$ cat src/rtl/uart_tx_fifo.sv
// UART transmitter with a small transmit FIFO, runtime baud divisor, optional parity and one or two stop bits.
// The frame settings are latched when a byte is popped, so a frame never changes its format part-way through.
module uart_tx_fifo #(
    parameter int DataBits  = 8,
    parameter int DivWidth  = 16,
    parameter int FifoDepth = 4
) (
    input  logic                         clk_i,
    input  logic                         rst_i,
    input  logic [DivWidth-1:0]          cfg_div_i,
    input  logic [1:0]                   cfg_parity_i,
    input  logic                         cfg_stop2_i,
    input  logic [DataBits-1:0]          data_i,
    input  logic                         valid_i,
    output logic                         ready_o,
    output logic                         tx_o,
    output logic                         busy_o,
    output logic [$clog2(FifoDepth):0]   level_o
);

    localparam int PtrW = $clog2(FifoDepth);
    localparam int LvlW = PtrW + 1;
    localparam int BitW = $clog2(DataBits);

    typedef enum logic [2:0] {
        ST_IDLE,
        ST_START,
        ST_DATA,
        ST_PARITY,
        ST_STOP
    } state_t;

    // ------------------------------------------------------------------
    // Transmit FIFO
    // ------------------------------------------------------------------
    logic [DataBits-1:0] mem [FifoDepth];
    logic [PtrW-1:0]     wr_ptr_reg;
    logic [PtrW-1:0]     rd_ptr_reg;
    logic [LvlW-1:0]     level_reg;
    logic [DataBits-1:0] head;
    logic                fifo_full;
    logic                fifo_empty;
    logic                push;
    logic                pop;

    assign fifo_full  = (level_reg == LvlW'(FifoDepth));
    assign fifo_empty = (level_reg == '0);
    assign ready_o    = !rst_i && !fifo_full;
    assign push       = valid_i && ready_o;
    assign head       = mem[rd_ptr_reg];
    assign level_o    = level_reg;

    always_ff @(posedge clk_i) begin
        if (push) begin
            mem[wr_ptr_reg] <= data_i;
        end
    end

    // Pointer widths equal log2(depth), so increment wraps modulo depth.
    always_ff @(posedge clk_i) begin
        if (rst_i) begin
            wr_ptr_reg <= '0;
            rd_ptr_reg <= '0;
            level_reg  <= '0;
        end else begin
            if (push) begin
                wr_ptr_reg <= wr_ptr_reg + PtrW'(1);
            end
            if (pop) begin
                rd_ptr_reg <= rd_ptr_reg + PtrW'(1);
            end
            case ({push, pop})
                2'b10:   level_reg <= level_reg + LvlW'(1);
                2'b01:   level_reg <= level_reg - LvlW'(1);
                default: level_reg <= level_reg;
            endcase
        end
    end

    // ------------------------------------------------------------------
    // Frame sequencer
    // ------------------------------------------------------------------
    state_t              state_reg;
    logic                tx_reg;
    logic                busy_reg;
    logic [DivWidth-1:0] baud_cnt_reg;
    logic [DivWidth-1:0] div_reg;
    logic [BitW-1:0]     bit_cnt_reg;
    logic [DataBits-1:0] shift_reg;
    logic [DataBits-1:0] data_reg;
    logic [1:0]          parity_reg;
    logic                stop2_reg;
    logic                stop_half_reg;

    logic [DivWidth-1:0] div_eff;
    logic                baud_last;
    logic                bit_last;
    logic                stop_last;
    logic                parity_en;
    logic                parity_bit;

    assign div_eff    = (cfg_div_i <= DivWidth'(1)) ? DivWidth'(1) : cfg_div_i;
    assign baud_last  = (baud_cnt_reg == div_reg - DivWidth'(1));
    assign bit_last   = (bit_cnt_reg == BitW'(DataBits - 1));
    assign stop_last  = baud_last && (!stop2_reg || stop_half_reg);
    assign parity_en  = (parity_reg == 2'b01) || (parity_reg == 2'b10);
    assign parity_bit = (^data_reg) ^ (parity_reg == 2'b10);

    // A pop happens from Idle or on the final stop cycle, giving gapless back-to-back frames.
    assign pop = !fifo_empty &&
                 ((state_reg == ST_IDLE) || ((state_reg == ST_STOP) && stop_last));

    assign tx_o   = tx_reg;
    assign busy_o = busy_reg;

    always_ff @(posedge clk_i) begin
        if (rst_i) begin
            state_reg     <= ST_IDLE;
            tx_reg        <= 1'b1;
            busy_reg      <= 1'b0;
            baud_cnt_reg  <= '0;
            div_reg       <= DivWidth'(1);
            bit_cnt_reg   <= '0;
            shift_reg     <= '0;
            data_reg      <= '0;
            parity_reg    <= 2'b00;
            stop2_reg     <= 1'b0;
            stop_half_reg <= 1'b0;
        end else if (pop) begin
            state_reg     <= ST_START;
            tx_reg        <= 1'b0;
            busy_reg      <= 1'b1;
            baud_cnt_reg  <= '0;
            div_reg       <= div_eff;
            bit_cnt_reg   <= '0;
            shift_reg     <= head;
            data_reg      <= head;
            parity_reg    <= cfg_parity_i;
            stop2_reg     <= cfg_stop2_i;
            stop_half_reg <= 1'b0;
        end else begin
            case (state_reg)
                ST_IDLE: begin
                    tx_reg   <= 1'b1;
                    busy_reg <= 1'b0;
                end
                ST_START: begin
                    if (baud_last) begin
                        state_reg    <= ST_DATA;
                        tx_reg       <= shift_reg[0];
                        baud_cnt_reg <= '0;
                    end else begin
                        baud_cnt_reg <= baud_cnt_reg + DivWidth'(1);
                    end
                end
                ST_DATA: begin
                    if (baud_last) begin
                        baud_cnt_reg <= '0;
                        if (bit_last) begin
                            if (parity_en) begin
                                state_reg <= ST_PARITY;
                                tx_reg    <= parity_bit;
                            end else begin
                                state_reg     <= ST_STOP;
                                tx_reg        <= 1'b1;
                                stop_half_reg <= 1'b0;
                            end
                        end else begin
                            bit_cnt_reg <= bit_cnt_reg + BitW'(1);
                            shift_reg   <= shift_reg >> 1;
                            tx_reg      <= shift_reg[1];
                        end
                    end else begin
                        baud_cnt_reg <= baud_cnt_reg + DivWidth'(1);
                    end
                end
                ST_PARITY: begin
                    if (baud_last) begin
                        state_reg     <= ST_STOP;
                        tx_reg        <= 1'b1;
                        baud_cnt_reg  <= '0;
                        stop_half_reg <= 1'b0;
                    end else begin
                        baud_cnt_reg <= baud_cnt_reg + DivWidth'(1);
                    end
                end
                ST_STOP: begin
                    if (stop_last) begin
                        state_reg    <= ST_IDLE;
                        tx_reg       <= 1'b1;
                        busy_reg     <= 1'b0;
                        baud_cnt_reg <= '0;
                    end else if (baud_last) begin
                        baud_cnt_reg  <= '0;
                        stop_half_reg <= 1'b1;
                    end else begin
                        baud_cnt_reg <= baud_cnt_reg + DivWidth'(1);
                    end
                end
                default: begin
                    state_reg <= ST_IDLE;
                    tx_reg    <= 1'b1;
                    busy_reg  <= 1'b0;
                end
            endcase
        end
    end

endmodule

$ cat config.mk
export PLATFORM = sky130hd
export DESIGN_NAME = uart_tx_fifo
export DESIGN_NICKNAME = d
export VERILOG_FILES = /design/src/rtl/uart_tx_fifo.sv
export SDC_FILE = /design/constraint.sdc
export NUM_CORES = 1
export LEC_CHECK = 0
export ABC_AREA = 1
export CAP_MARGIN = 15
export CORE_AREA = 2 2 84 127
export CTS_CLUSTER_DIAMETER = 120
export CTS_CLUSTER_SIZE = 10
export DETAILED_ROUTE_END_ITERATION = 10
export DIE_AREA = 0 0 86 129
export GPL_ROUTABILITY_DRIVEN = 0
export PLACE_DENSITY = 0.73
export SYNTH_ARGS = -nofsm -noshare
export SYNTH_HDL_FRONTEND = slang
export SYNTH_SLANG_ARGS = --single-unit
$ cat constraint.sdc
create_clock -name clk_i -period 3.4 [get_ports clk_i]
set_input_delay 0.85 -clock clk_i [delete_from_list [all_inputs] [get_ports clk_i]]
set_output_delay 0.85 -clock clk_i [all_outputs]
set_load 0.01 [all_outputs]
---- Word level (Yosys, flattened, before mapping) ----
Memories as Yosys holds them, arrays and structs flattened. A register that Yosys moved wholly into a read port is not among the register bits.
Cells that the tools add are included.
operators by class
  magnitude comparators ................... 1
  bitwise operators ....................... 3
  eq/ne operators ......................... 27
  $add $sub $neg .......................... 7
  muxes and demuxes ....................... 38
  reductions and logical operators ........ 29
operators with widths
  cell                   count
  $mux 16                3
  $mux 8                 4
  $pmux 16 s2            1
  $ne 2x2->1 const B     10
  $mux 3                 6
  $mux 1                 17
  $add 16x1->16 const B  1
  $eq 16x16->1           1
  $le 16x1->1 const B    1
  $sub 16x1->16 const B  1
  $ne 3x3->1 const B     5
  $pmux 3 s5             1
  $reduce_and 6->1       2
  $eq 3x3->1 const B     3
  $reduce_bool 2->1      4
  $reduce_xor 8->1       1
  $reduce_and 7->1       1
  $add 3x1->3 const B    2
  $eq 3x2->1 const B     2
  $logic_not 3->1        2
  $pmux 3 s2             1
  $reduce_and 3->1       2
  $logic_and 1x1->1      5
  $add 2x1->2 const B    2
  other kinds (18)       27
storage, ports and cells
  register bits ........................... 67
  output and inout port bits .............. 6
  logic and storage cells ................. 121
  memories ................................ 1
  bits in writable memories ............... 32
  input bits .............................. 30
memories
  name  depth  bits a word  rd ports  clocked after Yosys merged registers in  write ports  line  source
  mem   4      8            1         1                                        1            36    logic [DataBits-1:0] mem [FifoDepth];

---- Logic depth before layout (Yosys ltp) ----
Gate-level depths: netlist of run 1.
  word-level depth ........................ 8
  depth in mapped cells ................... 25
  mapped depth without buffers ............ 23

---- Worst setup path before layout of run 1 ----
Ideal clock, no wire load.
  kind .................................... register -> register
  from .................................... register div_reg[0]
  to ...................................... register level_reg[2] (netlist: level_o[2])
  path buffers ............................ 2
  cell stages (with the launch flop) ...... 26
  slack ................................... 316 ps
  arrival ................................. 2962 ps
  period minus slack after synthesis ...... 3084 ps
  required time ........................... 3278 ps
  setup time .............................. 122 ps
  path through ............................ dfxtp_1 > inv_1 > ha_1 > inv_1 > nand2_1 > nand2_1 > nor2_1 > nand2_1 > nor2_1 > nand2_1 > nor2_1 > nand2_1 > nor2_2 > nand3_1 > nand2_2 > nand2_2 > buf_6 > inv_2 > buf_4 > ha_1 > inv_1 > fa_1 > a21oi_1 > o21ai_0 > o21ai_0 > a21oi_1
between the ends
  word-level cells in the longest chain between the ends .. 8
  elaborated cells on any way between the ends .. 10
  classes of those cells .................. add/sub: 1; eq/ne: 3; mux: 1; reduce/logical: 5
ends and longest elaborated chain
  what                                                    line  source
  start, declared                                         87    logic [DivWidth-1:0] div_reg;
  start signal, assigned                                  122   div_reg <= DivWidth'(1);
  start signal, assigned                                  134   div_reg <= div_eff;
  $sub 16x1->16 (*)                                       103   assign baud_last = (baud_cnt_reg == div_reg - DivWidth'(1));
  $eq 16x16->1 (*)                                        103
  $logic_and 1x1->1 (*)                                   105   assign stop_last = baud_last && (!stop2_reg || stop_half_reg);
  $logic_and 1x1->1 (*)                                   111   ((state_reg == ST_IDLE) || ((state_reg == ST_STOP) && stop_last));
  $logic_or 1x1->1 (*)                                    111
  $logic_and 1x1->1 (*)                                   110   assign pop = !fifo_empty &&
  $eq 2x1->1 / $eq 2x2->1 (equally long branches)         72    case ({push, pop})
  $pmux 3 s2 / $reduce_bool 2->1 (equally long branches)  --
  end signal, assigned                                    73    2'b10: level_reg <= level_reg + LvlW'(1);
  end signal, assigned                                    74    2'b01: level_reg <= level_reg - LvlW'(1);
  end signal, assigned                                    75    default: level_reg <= level_reg;
  end, declared                                           39    logic [LvlW-1:0] level_reg;
Every way passes the cells marked *; elsewhere a longest branch is shown, timed or not.
A chain may end at the register's enable or synchronous reset.

---- Worst setup path in the final report of run 1 ----
Same ends and word-level chain as after synthesis.

==> results of run 1 <==
## layer usage
metal | routed length (µm) | global-route usage | vias up | part of all wire
li1 | - | - | 2288 | -
met1 | 4574 | 0.2227 | 2038 | 0.40
met2 | 6106 | 0.4113 | 101 | 0.53
met3 | 365 | 0.03592 | 39 | 0.032
met4 | 503 | 0.1261 | 0 | 0.044
met5 | 0 | 0 | - | 0
## Yosys cell counts (3+ instances only)
master and n:
nor2_1 96, o21ai_0 44, xor2_1 20, nand3_1 50, nor4_1 3, o22ai_1 10
nand2_1 166, edfxtp_1 32, a21oi_1 34, dfxtp_1 69, nor2_4 3, xnor2_1 9
clkbuf_1 6, nand3b_1 10, inv_2 4, nor3_1 5, inv_1 83, ha_1 10
buf_2 3, nand2_2 5, nand4_1 3, nor2_2 5
## path summary, 6_finish.rpt
check / from / end / slack, ns
hold reg to reg: parity_reg[1] / parity_reg[1] / 0.45
hold / removal: parity_reg[1] / parity_reg[1] / 0.45
setup / recovery: div_reg[0] / level_o[2] / 0.31
setup reg to reg: div_reg[0] / level_o[2] / 0.31
## report_power, final
group / internal, mW / leakage [nW] / total (mW) / switching (mW)
logic: 0.871 / 1.53 / 2.47 / 1.60
clock network: 0.519 / 0.130 / 0.964 / 0.444
registers: 1.48 / 0.855 / 1.69 / 0.210
## cell families after synthesis
family / Yosys count / synth area share
AOI/OAI and AO/OA: 94 / 0.09636
adders and majority gates: 11 / 0.02837
buffers and inverters: 100 / 0.07850
DFF: 101 / 0.4578
and+or+nand+nor: 348 / 0.2893
xor gates and xnor gates: 29 / 0.04965
## layout by cell type, fill, tap and decap left out
cell type | synthesis | final
nand2_1 | 166 | 166
nor2_1 | 96 | 95
inv_1 | 83 | 83
dfxtp_1 | 69 | 69
nand3_1 | 50 | 50
o21ai_0 | 44 | 43
clkdlybuf4s50_1 | 0 | 35
a21oi_1 | 34 | 34
edfxtp_1 | 32 | 32
xor2_1 | 20 | 20
buf_4 | 2 | 11
nand3b_1 | 10 | 10
o22ai_1 | 10 | 10
xnor2_1 | 9 | 9
ha_1 | 10 | 9
clkbuf_16 | 0 | 9
nor2_2 | 5 | 6
nor3_1 | 5 | 5
inv_2 | 4 | 4
nand2_2 | 5 | 4
nor2_4 | 3 | 3
nor4_1 | 3 | 3
nand4_1 | 3 | 3
o21ai_1 | 2 | 3
clkbuf_1 | 6 | 3
a31oi_1 | 2 | 2
or2_2 | 2 | 2
nand2_4 | 0 | 1
a41oi_1 | 1 | 1
o21ai_2 | 1 | 1
fa_1 | 1 | 1
ha_2 | 0 | 1
inv_4 | 0 | 1
clkinv_4 | 0 | 1
clkbuf_8 | 0 | 1
clkinvlp_4 | 0 | 1
## worst max-delay path, cell delays in order (launching register included)
cell and delay, ns:
dfxtp_1 0.37, inv_1 0.09, ha_2 0.32, inv_1 0.04, nand2_1 0.05, nand2_1 0.04
nor2_1 0.13, nand2_1 0.07, nor2_1 0.08, nand2_1 0.06, nor2_1 0.09, nand2_1 0.07
nor2_2 0.11, nand3_1 0.14, nand2_4 0.14, nand2_2 0.08, inv_2 0.08, ha_1 0.13
inv_1 0.06, fa_1 0.37, a21oi_1 0.14, o21ai_0 0.12, o21ai_1 0.13, a21oi_1 0.04
## what timing repair did
| action | in CTS | in global routing |
|---|---|---|
| hold endpoints to repair | 0 | 0 |
| setup buffers | 0 | 2 |
| gates resized for setup | 0 | 4 |
| endpoints found under the setup margin | 0 | 1 |
## layout make-up
cell class,instances,area (µm²),share of cell area
multi-input cells,482,2382,0.4036
repair buffers,46,432.9,0.07334
flip-flops and latches,101,2342,0.3968
inverters,87,326.6,0.05532
well taps,117,146.4,0.02480
clock inverters,3,22.52,0.003815
clock buffers,13,250.2,0.04239
## stage by stage
step             util  std cells  power (mW)  area (µm²)
2_1_floorplan       -        683       3.574        5116
3_3_place_gp   0.5625        831       4.086        5605
3_5_place_dp   0.5625        831       4.142        5605
4_1_cts        0.5898        847       5.110        5878
5_1_grt        0.5923        849       5.585        5903
6_report       0.5923        849       5.128        5903
==> results.sh, run 1 <==
export IMPL_grt_total_usage=0.2187
export IMPL_ys_warn_count=0
export IMPL_fin_ws_ns=0.3100
export IMPL_tightest_slew_ns=0.5940
export IMPL_ys_flop_type="dfxtp_1"
export IMPL_num_vias=4466
export IMPL_layout_drive_gt1_share=0.06284
export IMPL_cts_buffers=9
export IMPL_largest_reg_flops=32
export IMPL_grt_pass1_vias=4301
export IMPL_die_x_um=86
export IMPL_slew_viol_final=0
export IMPL_yosysUniqueCellTypes=30
export IMPL_cts_tree="yes"
export IMPL_port_buffers=35
export IMPL_ir_worst_vdd_mv=0.3969
export IMPL_maxCapViolCount=0
export IMPL_reg2regPathDepth=23
export IMPL_insertion_delay_ns=0.35
export IMPL_cts_hold_buffers=0
export IMPL_std_cell_rows=45
export IMPL_final_antenna_net_count=0
export IMPL_min_period_ns=3.090
export IMPL_hold_ws_ns=0.4533
export IMPL_status="complete, no violations"
export IMPL_postSynth_asyncResetShare=0
export IMPL_grt_pass1_wl_mm=18.93
export IMPL_clock_path_buffers=2
export IMPL_fin_skew_ns=0.007120
export IMPL_via_per_inst=5.260
export IMPL_path_class="flop to flop"
export IMPL_synthCells=683
export IMPL_synth_top_cell_by_area="dfxtp_1"
export IMPL_antenna_found_initial=0
export IMPL_area_delta_synth_final_pct=15.38
export IMPL_io_pins=36
export IMPL_dr_pass1_iters=7
export IMPL_seq_area_frac_synth=0.4578
export IMPL_totalWireLength_mm=11.55
export IMPL_dieArea_um2=11090
export IMPL_power_leakage_nw=2.512
export IMPL_relSlewSlack=0.6003
export IMPL_antenna_cells=0
export IMPL_wire_per_inst_um=13.60
export IMPL_htreeDepth=3
export IMPL_hold_viol=0
export IMPL_max_freq_mhz=323.6
export IMPL_root_buffer="clkbuf_16"
export IMPL_endpoint_kind="flop"
export IMPL_overflow=0
export IMPL_num_nets_final=768
export IMPL_preCtsSetupSlack_ns=0.2689
export IMPL_clock_sinks=101
export IMPL_dp_hpwl_mm=8.700
export IMPL_hold_depth=2
export IMPL_crit_path_start_kind="flop"
export IMPL_finalSetupViolations=0
export IMPL_drc=0
export IMPL_grt_max_degree=29
export IMPL_synthTopCellsByArea="dfxtp_1 (27%), edfxtp_1 (19%), nand2_1 (12%)"
export IMPL_ys_ff_latch=101
export IMPL_synth_area_um2=5116
export IMPL_initial_utilization=0.5134
export IMPL_syn_nets=724
export IMPL_worstHoldPathType="flop to flop"
export IMPL_coreArea_um2=9966
export IMPL_path_clk_slew_ns=0.07
export IMPL_synth_top_area_frac=0.2700
export IMPL_fillerInstances=882
export IMPL_finalSetupTns_ns=0
export IMPL_critPathArrivalTime_ns=3.32
export IMPL_die_height_um=129
export IMPL_rsz0062_at_grt="no"
export IMPL_post_route_period_util=0.9088
export IMPL_power_per_cell_area_nw_per_um2=868.6
export IMPL_crit_required_ns=3.63
export IMPL_drt_iter0_markers=179
export IMPL_synth_edf_count=32
export IMPL_cp_max_fo=8
export IMPL_synth_avg_cell_area_um2=7.491
No activity file was read; power rests on OpenSTA's default activity.
==> inputs of run 2 (changes only) <==
- CTS_BUF_LIST: not set -> sky130_fd_sc_hd__clkbuf_2
==> results.sh, run 2 (synthesis gave the netlist of run 1 again) <==
export IMPL_totalWireLength_mm=11.42
export IMPL_drc=0
export IMPL_holdPathEnd="parity_reg[1]"
export IMPL_drt_iter0_markers=220
export IMPL_r2r_start="div_reg[0]"
export IMPL_coreArea_um2=9966
export IMPL_grt_pass1_vias=4229
export IMPL_slowest_delay_ns=0.41
export IMPL_pwr_share_comb=0.530
export IMPL_r2r_end="level_o[2]"
export IMPL_std_cell_rows=45
export IMPL_place_area_um2=5605
export IMPL_tightest_slew_ns=0.6237
export IMPL_wire_per_inst_um=13.45
export IMPL_crit_required_ns=3.87
export IMPL_ir_worst_vdd_mv=0.3864
export IMPL_crit_path_top_delay_cell="dfxtp_2"
export IMPL_cpMostUsedCell="nand2_1"
export IMPL_antenna_found_initial=0
export IMPL_min_period_ns=3.087
export IMPL_area_delta_synth_final_pct=11.76
export IMPL_p_seq_frac=0.362
export IMPL_critPathArrivalTime_ns=3.56
export IMPL_max_freq_mhz=324.0
export IMPL_final_common_cell="nand2_1"
export IMPL_stdcell_area_um2=5718
export IMPL_path_clk_slew_ns=0.26
export IMPL_antenna_cells=0
export IMPL_finalSetupViolations=0
export IMPL_port_buffers=35
export IMPL_cts_buffers=9
export IMPL_slew_viol_final=0
export IMPL_dieArea_um2=11090
export IMPL_overflow=0
export IMPL_num_nets_final=768
export IMPL_fin_skew_ns=0.03362
export IMPL_die_height_um=129
export IMPL_power_per_cell_area_nw_per_um2=814.4
export IMPL_status="complete, no violations"
export IMPL_path_cells="inv_1, ha_2, inv_1, nand2_1, nand2_1, nor2_1, nand2_1, nor2_1, nand2_1, nor2_1, nand2_1, nor2_2, nand3_1, nand2_4, nand2_2, inv_2, ha_1, inv_1, fa_1, a21oi_1, o21ai_0, o21ai_1, a21oi_1"
export IMPL_final_antenna_net_count=0
export IMPL_hold_viol=0
export IMPL_power_leakage_nw=2.444
export IMPL_clock_sinks=101
export IMPL_switchingPower_mw=2.201
export IMPL_path_class="flop to flop"
export IMPL_p_int_mw=2.456
export IMPL_critical_path_top_delay_family="simple AND/OR/NAND/NOR gates"
export IMPL_relSlewSlack=0.5804
export IMPL_clkPwrFrac=0.107
export IMPL_final_cell_mix="nand2_1 (166), nor2_1 (95), inv_1 (83)"
export IMPL_num_vias=4433
export IMPL_largest_reg_flops=32
export IMPL_die_x_um=86
export IMPL_clock_path_buffers=2
export IMPL_dr_pass1_iters=5
export IMPL_post_route_period_util=0.9078
export IMPL_cp_max_fo=8
export IMPL_worstHoldPathType="flop to flop"
export IMPL_layout_drive_gt1_share=0.06831
export IMPL_path_buf_inv=4
export IMPL_initial_utilization=0.5134
export IMPL_reg2regPathDepth=23
export IMPL_crit_path_start_kind="flop"
export IMPL_maxCapViolCount=0
export IMPL_power_switching_share=0.4727
export IMPL_io_pins=36
export IMPL_grt_pass1_wl_mm=18.72
export IMPL_r2r_setup_slack_ns=0.31
export IMPL_dp_hpwl_mm=8.700
export IMPL_grt_total_usage=0.2155
export IMPL_via_per_inst=5.221
export IMPL_cts_hold_buffers=0
export IMPL_total_power_mw=4.657
export IMPL_htreeDepth=3
export IMPL_cts_tree="yes"
export IMPL_hold_depth=2
export IMPL_hold_start="parity_reg[1]"
export IMPL_grt_max_degree=29
export IMPL_insertion_delay_ns=0.58
export IMPL_root_buffer="clkbuf_2"
export IMPL_endpoint_kind="flop"
run 2: through the flow:
stage                     worst slack, ns   TNS (ns)  hold slack [ns]    util  cells
after floorplan                    0.3161          0           0.4228       -    683
after global placement             0.3827          0           0.4495  0.5625    831
after detailed placement           0.2689          0           0.4492  0.5625    831
after CTS                          0.1894          0           0.4761  0.5711    847
after global routing            -0.001153  -0.001153           0.5077  0.5738    849
final                              0.3133          0           0.4739  0.5738    849
run 2: worst min-delay path: stages, from the launching register on:
cell and delay, ns:
dfxtp_1 0.37, nand2_1 0.06, nand2_1 0.04
run 2: layer usage:
| metal | global-route usage | share of wire |
|---|---|---|
| met1 | 0.2220 | 0.40 |
| met3 | 0.03913 | 0.034 |
| met2 | 0.4099 | 0.54 |
| met4 | 0.1036 | 0.035 |
| met5 | 0 | 0 |
run 2: power by group through the flow:
| stage | Sequential, mW | Combinational (mW) | Clock (mW) |
|---|---|---|---|
| floorplan | 1.65 | 1.92 | 0 |
| global placement | 1.70 | 2.38 | 0 |
| detailed placement | 1.71 | 2.43 | 0 |
| CTS | 1.68 | 2.44 | 0.517 |
| global route | 1.72 | 2.84 | 0.563 |
| finish | 1.69 | 2.47 | 0.500 |
run 2: area by class of cell:
type | instances | area [µm²]
fillers | 919 | 4248
multi-input cells | 482 | 2382
flip-flops and latches | 101 | 2344
repair buffers | 46 | 432.9
inverters | 87 | 326.6
well taps | 117 | 146.4
clock buffers | 12 | 60.06
clock inverters | 4 | 26.28
run 2: how the worst max path moves through the flow:
stage | start | endpoint | slack, ns | depth (start not counted)
2_1_floorplan | div_reg[0] | level_o[2] | 0.32 | 25
3_3_place_gp | div_reg[0] | level_o[2] | 0.38 | 21
3_5_place_dp | div_reg[0] | level_o[2] | 0.27 | 21
4_1_cts | div_reg[0] | level_o[2] | 0.19 | 21
5_1_grt | div_reg[1] | level_o[2] | -0.001 | 21
6_report | div_reg[0] | level_o[2] | 0.31 | 23
run 2: what timing repair did:
item,in CTS,in global routing
resized for setup,0,5
buffers inserted,0,2
endpoints found under the setup margin,0,1
==> inputs of run 3 (changes only) <==
- CAP_MARGIN: 15 -> 20
- CORE_AREA: 2 2 84 127 -> 2 2 98 148
- DIE_AREA: 0 0 86 129 -> 0 0 100 150
- PLACE_DENSITY: 0.73 -> 0.57
- RECOVER_POWER: not set -> 100
==> results.sh, run 3 (synthesis gave the netlist of run 1 again) <==
export IMPL_status="complete, no violations"
export IMPL_grt_max_degree=29
export IMPL_area_delta_synth_final_pct=12.40
export IMPL_dieArea_um2=15000
export IMPL_wire_per_inst_um=13.49
export IMPL_crit_required_ns=2.55
export IMPL_overflow=0
export IMPL_root_buffer="clkbuf_2"
export IMPL_critPathArrivalTime_ns=2.29
export IMPL_path_clk_slew_ns=0.24
export IMPL_post_route_period_util=0.9249
export IMPL_cp_depth=3
export IMPL_die_height_um=150
export IMPL_cts_tree="yes"
export IMPL_tightest_slew_ns=0.6383
export IMPL_dp_hpwl_mm=9.167
export IMPL_slowest_delay_ns=0.65
export IMPL_crit_path_start_kind="input pin"
export IMPL_layout_drive_gt1_share=0.06164
export IMPL_port_buffers=35
export IMPL_io_pins=36
export IMPL_dr_pass1_iters=5
export IMPL_r2r_setup_slack_ns=0.32
export IMPL_crit_path_top_delay_cell="dlygate4sd3_1"
export IMPL_cts_buffers=9
export IMPL_fin_skew_ns=0.04363
export IMPL_r2r_end="div_reg[0]"
export IMPL_std_cell_rows=53
export IMPL_fin_ws_ns=0.2552
export IMPL_path_class="input pin to primary output"
export IMPL_power_leakage_nw=2.425
export IMPL_hold_ws_ns=0.4692
export IMPL_post_cts_buffers=0
export IMPL_utilization=0.4169
export IMPL_grt_pass1_wl_mm=20.22
export IMPL_final_cell_mix="nand2_1 (166), nor2_1 (94), inv_1 (83)"
export IMPL_clock_path_buffers=2
export IMPL_maxCapViolCount=0
export IMPL_r2r_start="div_reg[0]"
export IMPL_coreArea_um2=13790
export IMPL_startpoint="rst_i"
export IMPL_worstHoldPathType="flop to flop"
export IMPL_hold_depth=2
export IMPL_initial_utilization=0.3709
export IMPL_min_period_ns=3.145
export IMPL_cp_max_fo=2
export IMPL_finalSetupTns_ns=0
export IMPL_power_per_cell_area_nw_per_um2=810.2
export IMPL_fillerInstances=1426
export IMPL_max_freq_mhz=318.0
export IMPL_largest_reg_flops=32
export IMPL_insertion_delay_ns=0.60
export IMPL_drc=0
export IMPL_endpoint_kind="primary output"
export IMPL_critical_path_top_delay_family="buffers and inverters"
export IMPL_finalSetupViolations=0
export IMPL_die_x_um=100
export IMPL_grt_total_usage=0.1722
export IMPL_antenna_found_initial=1
export IMPL_hold_viol=0
export IMPL_grt_pass1_vias=4360
export IMPL_via_per_inst=4.944
export IMPL_critPathCapture="ready_o"
export IMPL_drt_iter0_markers=214
export IMPL_htreeDepth=3
export IMPL_total_power_mw=4.659
export IMPL_clock_sinks=101
export IMPL_num_vias=4430
export IMPL_ir_worst_vdd_mv=0.2414
export IMPL_cpMostUsedCell="dlygate4sd3_1"
export IMPL_num_nets_final=766
export IMPL_path_buf_inv=2
export IMPL_slew_viol_final=0
export IMPL_rsz0062_at_grt="no"
export IMPL_final_antenna_net_count=0
export IMPL_relSlewSlack=0.5705
export IMPL_reg2regPathDepth=20
export IMPL_path_cells="dlygate4sd3_1, a31oi_1, dlygate4sd3_1"
export IMPL_preCtsSetupSlack_ns=0.2824
export IMPL_totalWireLength_mm=12.08
export IMPL_final_common_cell="nand2_1"
[run 3: cell types whose count changed in the layout (fill, tap and decap cells not counted), sizes merged]
cell and change:
clkdlybuf4s50 -15, dlygate4sd3 +15, buf -9, clkbuf +5
clkinv +2, diode +1
[run 3: metrics by stage]
| step | area, µm² | cells |
|---|---|---|
| after CTS | 5754 | 895 |
| after detailed placement | 5665 | 879 |
| after global placement | 5665 | 879 |
| after floorplan | 5116 | 683 |
| final | 5751 | 896 |
| after global routing | 5751 | 896 |
[run 3: layout make-up]
| cell class | count | area [µm²] | share of cell area |
|---|---|---|---|
| Multi-Input combinational cell | 482 | 2385 | 0.4147 |
| Sequential cell | 101 | 2345 | 0.4077 |
| Timing Repair Buffer | 44 | 396.6 | 0.06897 |
| Inverter | 87 | 326.6 | 0.05679 |
| Tap cell | 165 | 206.4 | 0.03590 |
| Clock buffer | 10 | 50.05 | 0.008703 |
| Clock inverter | 6 | 38.79 | 0.006745 |
| Antenna cell | 1 | 2.502 | 0.0004352 |
[run 3: layer usage]
metal | track usage | vias up | part of all wire
li1 | - | 2275 | -
met1 | 0.1827 | 2041 | 0.40
met2 | 0.3274 | 84 | 0.53
met3 | 0.03036 | 30 | 0.036
met4 | 0.07466 | 0 | 0.031
met5 | 0 | - | 0
[run 3: worst min-delay path by stage]
stage | start | endpoint | slack [ns]
floorplan | parity_reg[1] | parity_reg[1] | 0.42
global placement | parity_reg[1] | parity_reg[1] | 0.44
detailed placement | parity_reg[1] | parity_reg[1] | 0.44
CTS | parity_reg[1] | parity_reg[1] | 0.47
global route | parity_reg[1] | parity_reg[1] | 0.50
finish | parity_reg[1] | parity_reg[1] | 0.47
[run 3: timing repair]
action                                  CTS  global route
resized for setup                         0             7
hold buffers                              0             0
endpoints found under the setup margin    0             1
[run 3: power breakdown]
part           internal (mW)  switching (mW)  leakage [nW]
Sequential              1.48           0.216         0.855
Combinational          0.847            1.61          1.51
Clock                 0.0994           0.411        0.0624
Total                   2.43            2.23          2.43
[run 3: worst register-to-register path, stage by stage, from the launching register on]
cell,delay [ns]
dfxtp_2,0.41
inv_1,0.08
ha_2,0.32
inv_1,0.04
nand2_1,0.06
nand2_1,0.05
nor2_1,0.12
nand2_1,0.07
nor2_1,0.09
nand2_1,0.06
nor2_1,0.08
nand2_1,0.06
nor2_2,0.11
nand3_1,0.13
nand2_4,0.13
nand2_2,0.08
clkbuf_2,0.38
nand2_1,0.21
clkbuf_4,0.34
nor2_1,0.09
a21oi_1,0.13
